### src/rtl/mem_port_arb.sv
// mem_port_arb: shares the two data-memory ports between the MO-stage pipeline and a DMA/debug requester.
// The pipeline wins port conflicts; a starvation counter forces a one-cycle DMA grant that stalls the pipeline.
`ifndef SIZE_ADDR
`define SIZE_ADDR 16
`endif
`ifndef SIZE_DATA
`define SIZE_DATA 32
`endif

module mem_port_arb #(
  parameter int STARVE_MAX = 7,
  parameter int CNT_W      = 4
) (
  input  logic                  iw_clk,
  input  logic                  iw_rst,
  input  logic                  iw_pl_req,
  input  logic                  iw_pl_mp,
  input  logic                  iw_pl_we,
  input  logic [`SIZE_ADDR-1:0] iw_pl_addr,
  input  logic [`SIZE_DATA-1:0] iw_pl_wdata,
  output logic [`SIZE_DATA-1:0] ow_pl_rdata,
  output logic                  ow_pl_stall,
  input  logic                  iw_dma_valid,
  input  logic                  iw_dma_mp,
  input  logic                  iw_dma_we,
  input  logic [`SIZE_ADDR-1:0] iw_dma_addr,
  input  logic [`SIZE_DATA-1:0] iw_dma_wdata,
  output logic                  ow_dma_ready,
  output logic                  ow_dma_rvalid,
  output logic [`SIZE_DATA-1:0] ow_dma_rdata,
  output logic [`SIZE_ADDR-1:0] ow_mem_addr  [0:1],
  output logic                  ow_mem_we    [0:1],
  output logic [`SIZE_DATA-1:0] ow_mem_wdata [0:1],
  input  logic [`SIZE_DATA-1:0] iw_mem_rdata [0:1]
);

  typedef enum logic {NORMAL, FORCE} state_t;

  localparam logic [CNT_W-1:0] LP_CNT_LAST = CNT_W'(STARVE_MAX - 1);

  state_t                r_state;
  state_t                w_next_state;
  logic [CNT_W-1:0]      r_cnt;
  logic                  r_pl_stall;
  logic                  r_dma_rvalid;
  logic [`SIZE_DATA-1:0] r_dma_rdata;
  logic                  w_conflict;
  logic                  w_blocked;
  logic                  w_cnt_last;
  logic                  w_pl_go;
  logic                  w_dma_go;
  logic                  w_dma_rd;

  assign w_conflict = iw_pl_req & iw_dma_valid & (iw_pl_mp == iw_dma_mp);
  assign w_cnt_last = (r_cnt == LP_CNT_LAST);
  assign w_dma_rd   = iw_dma_valid & w_dma_go & ~iw_dma_we;

  always_ff @(posedge iw_clk or posedge iw_rst) begin
    if (iw_rst) r_state <= NORMAL;
    else        r_state <= w_next_state;
  end

  always_comb begin
    w_next_state = NORMAL;
    case (r_state)
      NORMAL:  w_next_state = (w_blocked && w_cnt_last) ? FORCE : NORMAL;
      FORCE:   w_next_state = NORMAL;
      default: w_next_state = NORMAL;
    endcase
  end

  always_comb begin
    w_pl_go   = 1'b0;
    w_dma_go  = 1'b0;
    w_blocked = 1'b0;
    case (r_state)
      NORMAL: begin
        w_pl_go   = iw_pl_req;
        w_dma_go  = iw_dma_valid & ~w_conflict;
        w_blocked = iw_dma_valid & w_conflict;
      end
      FORCE: begin
        w_dma_go = iw_dma_valid;
      end
      default: begin
        w_pl_go = 1'b0;
      end
    endcase
  end

  // Counter holds consecutive blocked cycles; it wraps to zero on the cycle that triggers FORCE.
  always_ff @(posedge iw_clk or posedge iw_rst) begin
    if (iw_rst)                                              r_cnt <= '0;
    else if ((r_state == FORCE) || !w_blocked || w_cnt_last) r_cnt <= '0;
    else                                                     r_cnt <= r_cnt + 1'b1;
  end

  always_ff @(posedge iw_clk or posedge iw_rst) begin
    if (iw_rst) begin
      r_pl_stall   <= 1'b0;
      r_dma_rvalid <= 1'b0;
      r_dma_rdata  <= '0;
    end else begin
      r_pl_stall   <= (w_next_state == FORCE);
      r_dma_rvalid <= w_dma_rd;
      if (w_dma_rd) r_dma_rdata <= iw_mem_rdata[iw_dma_mp];
    end
  end

  // Grants never overlap on one port, so the pipeline-first order only matters for readability.
  always_comb begin
    for (int p = 0; p < 2; p++) begin
      ow_mem_addr[p]  = '0;
      ow_mem_we[p]    = 1'b0;
      ow_mem_wdata[p] = '0;
      if (w_pl_go && (iw_pl_mp == 1'(p))) begin
        ow_mem_addr[p]  = iw_pl_addr;
        ow_mem_we[p]    = iw_pl_we;
        ow_mem_wdata[p] = iw_pl_wdata;
      end else if (w_dma_go && (iw_dma_mp == 1'(p))) begin
        ow_mem_addr[p]  = iw_dma_addr;
        ow_mem_we[p]    = iw_dma_we;
        ow_mem_wdata[p] = iw_dma_wdata;
      end
    end
  end

  assign ow_pl_rdata   = iw_mem_rdata[iw_pl_mp];
  assign ow_pl_stall   = r_pl_stall;
  assign ow_dma_ready  = w_dma_go;
  assign ow_dma_rvalid = r_dma_rvalid;
  assign ow_dma_rdata  = r_dma_rdata;

endmodule

### config.mk
export PLATFORM = sky130hd
export DESIGN_NAME = mem_port_arb
export DESIGN_NICKNAME = d
export VERILOG_FILES = /design/src/rtl/mem_port_arb.sv
export SDC_FILE = /design/constraint.sdc
export NUM_CORES = 1
export LEC_CHECK = 0
export ABC_AREA = 0
export CAP_MARGIN = 20
export CORE_AREA = 2 2 129 131
export DETAILED_ROUTE_END_ITERATION = 8
export DIE_AREA = 0 0 131 133
export SYNTH_ARGS = -nofsm -noshare
export SYNTH_HDL_FRONTEND = slang
export SYNTH_SLANG_ARGS = --single-unit
### constraint.sdc
create_clock -name iw_clk -period 1.9 [get_ports iw_clk]
set_input_delay 0.38 -clock iw_clk [delete_from_list [all_inputs] [get_ports iw_clk]]
set_output_delay 0.38 -clock iw_clk [all_outputs]
set_load 0.03 [all_outputs]
==> metrics.md <==
| Metric | Value |
|---|---|
| Outcome | `complete, but fails checks` |
| Failing checks | `negative setup slack` |
| Biggest area consumer among synthesized cells | `mux2_2` |
| FF-to-FF End | `ow_dma_rdata[15]$_DFFE_PP0P_` |
| Pwr dens | `585 nW/um2` |
| Unique cell type count in the Yosys netlist | `26` |
| Worst Hold Class | `flip-flop to flip-flop` |
| Slowest CP cell | `dfrtp_2` |
| Initial DRT Pass Iterations | `4` |
| Synth warnings | `0` |
| Main synth FF type | `dfrtp_1` |
| Leak | `0.00328 uW` |
| Required time worst endpoint | `1520 ps` |
| Final setup violating endpoints | `98` |
| GRT Total Usage | `0.175` |
| Share of layout cells above drive strength 1 | `0.419` |
| Die area | `17,400 um2` |
| Die width | `131 um` |
| Switching power | `1720 uW` |
| # rows | `47` |
| I/O pin total | `333` |
| Worst setup margin | `-190 ps` |
| EDFF count, synth | `0` |
| Final Util | `0.478` |
| Nets | `807` |
| Fill count | `1,497` |
| Syn_area_per_cell | `11.3 um2` |
| Syn Std Cell Area | `3290 um2` |
| RSZ-0062 raised after global routing | `true` |
| Arr. time, crit path | `1710 ps` |
| Routed vias/inst | `4.70` |
| Core Area | `16,200 um2` |
| Relative slew slack | `0.679` |
| Port-buffer cells | `332` |
| CP endpoint kind | `primary output` |
| Antenna violations before repair | `0` |
| Post-DP HPWL | `12,400 um` |
| Area contributors post-synth | `mux2_2 32%, dfrtp_1 29%, a22o_1 26%, buf_2 2.0%, buf_6 1.7%` |
| Initial core utilization | `0.204` |
| # DRC | `0` |
| CTS Buf Count | `5` |
| Critical path class | `flip-flop to primary output` |
| First-pass GRT wire length | `23,700 um` |
| Least-Margin Pin Slew | `481 ps` |
| Routed wire length | `16,500 um` |
| Worst setup SP type | `flip-flop` |
| Final critical-path required period | `2090 ps` |
| Vias in the first global route | `4,150` |
| Via count | `4,026` |
| Drt first-iter violations | `114` |
| Skew-Pair Late Insertion Delay | `280 ps` |
| Antenna diodes | `0` |
| Post-synth ARST share | `1.00` |
| Fin crit share | `1.10` |
| Max-cap viol count | `0` |
| Design internal power | `2800 uW` |
| Post-route ant nets | `0` |
| Max Clk Rate | `479 MHz` |
| Slew Limit Fails | `0` |
| Total grt overflow | `0` |
| CTS tree | `done` |
| Reg2Reg Depth | `5` |
| Combinational power share | `0.593` |
| Clk sinks | `38` |
| Share of power burned in registers | `0.231` |
| Synthesized net count | `462` |
| Switch share | `0.381` |
| Total Negative Setup Slacks | `-15,080 ps` |
| Sequential area share after synthesis | `0.289` |
| Hold-fix buffers, CTS | `0` |
| Footprint of the multi-input gates | `2270 um2` |
| Slowest Stage Delay on Critical Path | `440 ps` |
| Worst r2r src | `ow_pl_stall$_DFF_PP0_` |
| Largest net degree at the start of global routing | `39` |
| Worst Hold Depth | `1` |
| Post-Syn Instances | `292` |
| Clk pwr share | `0.176` |
| Hold path start | `ow_dma_rdata[18]$_DFFE_PP0P_` |
| Critical path cell sequence | `and3b_2, nor2_4, buf_6, buf_12, a22o_1, buf_6` |
| Routability cong. | `0.871` |
| Area Overhead vs Synth | `135%` |
| Clock Tree Buf Depth | `2` |
| Clock root cell | `clkbuf_16` |
| H-tree Lvls | `2` |
| Clk_skew | `0.888 ps` |
| Max VDD drop | `0.317 mV` |
| Hold EP | `ow_dma_rdata[18]$_DFFE_PP0P_` |
| R2R Setup Slk | `390 ps` |
| Die H | `133 um` |
| FF+latch area | `952 um2` |
| CP Max Fanout | `8` |
| Area share of the largest cell type after synthesis | `0.322` |
| Yosys reg bits | `38` |
| Final Hold Fails | `0` |
| Critical path's most frequent cell | `buf_6` |
| Drt wl/cell | `19.3 um` |
| Reg clk slew, reported paths | `60 ps` |
power by group through the flow:
| stage | Clock (uW) | Combinational (uW) | Sequential [uW] |
|---|---|---|---|
| floorplan | 0 | 946 | 1350 |
| global route | 863 | 2800 | 1070 |
| CTS | 836 | 2650 | 1050 |
| finish | 795 | 2680 | 1040 |
| detailed placement | 0 | 2510 | 1050 |
| global placement | 0 | 2500 | 1050 |
flip-flops by register name, summed over array words and instances (netlist names):
signal,cells
ow_dma_rvalid,1
ow_dma_rdata,32
r_cnt,4
ow_pl_stall,1
synth_stat cells (all sizes together), types with 2 or more instances:
cell type,instances
nor2,4
a22o,98
dfrtp,38
mux2,96
nand2,2
inv,3
nand2b,2
a21oi,2
nand3,2
clkbuf,10
ha,2
buf,22
nor3,3
nor3b,2
cell type report:
type | instances | share of cell area
Inverter | 3 | 0.00146
Clock buffer | 6 | 0.0167
Sequential cell | 38 | 0.123
Clock inverter | 1 | 0.000972
Multi-Input combinational cell | 219 | 0.294
Timing Repair Buffer | 370 | 0.528
Tap cell | 220 | 0.0356
kinds of logic (layout without fill, tap and decap cells):
group                    Yosys count  count (layout)  share of synthesized area
AO/OA/AOI/OAI                    101             101                      0.269
flip-flops                        38              38                      0.289
multiplexers                      97              97                      0.331
buffers and inverters             35             380                     0.0608
XOR/XNOR                           1               1                    0.00494
adder cells (fa/ha/maj)            2               2                    0.00760
AND/OR/NAND/NOR                   18              18                     0.0369
cell usage in the layout (no fill, tap or decap), types with 9 or more instances in the layout:
| cell | netlist | routed |
|---|---|---|
| mux2_2 | 94 | 94 |
| clkbuf_16 | 0 | 9 |
| a22o_4 | 0 | 14 |
| buf_12 | 0 | 26 |
| buf_6 | 5 | 83 |
| dfrtp_1 | 38 | 37 |
| a22o_1 | 98 | 84 |
| clkdlybuf4s50_1 | 0 | 196 |
| buf_4 | 4 | 26 |
| dlygate4sd2_1 | 0 | 28 |
repair_timing:
action | 4_1_cts | 5_1_grt
hold endpoints to repair | 0 | 0
pin swaps | 13 | 12
cloned | 3 | 4
gates resized for setup | 134 | 11
buffers inserted | 7 | 1
endpoints found under the setup margin | 125 | 98
worst max path at each step:
stage                                startpoint          endpoint  slack (ps)  depth (start not counted)
final                     ow_pl_stall$_DFF_PP0_    ow_mem_addr[3]        -190                          6
after global routing      ow_pl_stall$_DFF_PP0_  ow_mem_wdata[24]        -240                          6
after CTS                 ow_pl_stall$_DFF_PP0_  ow_mem_wdata[46]        -190                          6
after detailed placement              iw_pl_req  ow_mem_wdata[55]        -450                          5
after global placement                iw_pl_req  ow_mem_wdata[54]        -380                          5
after floorplan                        iw_pl_mp   ow_mem_addr[10]           7                          7
critical path: cells and delay by family, from the launching register on:
kind            cells  cell delay (ps)
flops               1              440
buf+inv             3              400
simple gates        2              360
compound gates      1              220
per-layer routing:
layer	wire (um)	global-route usage
met1	6240	0.201
met2	8100	0.307
met3	1800	0.0562
met4	368	0.0502
met5	0	0
metrics by stage:
stage / hold slack, ps / instances / power (uW) / worst slack (ps) / cell area, um2
after floorplan: 465 / 292 / 2300 / 6.96 / 3290
after global placement: 468 / 836 / 3550 / -382 / 6890
after detailed placement: 478 / 836 / 3560 / -453 / 6890
after CTS: 506 / 852 / 4530 / -194 / 7540
after global routing: 516 / 857 / 4730 / -244 / 7730
final: 503 / 857 / 4520 / -190 / 7730
(Power assumes the default switching activity.)
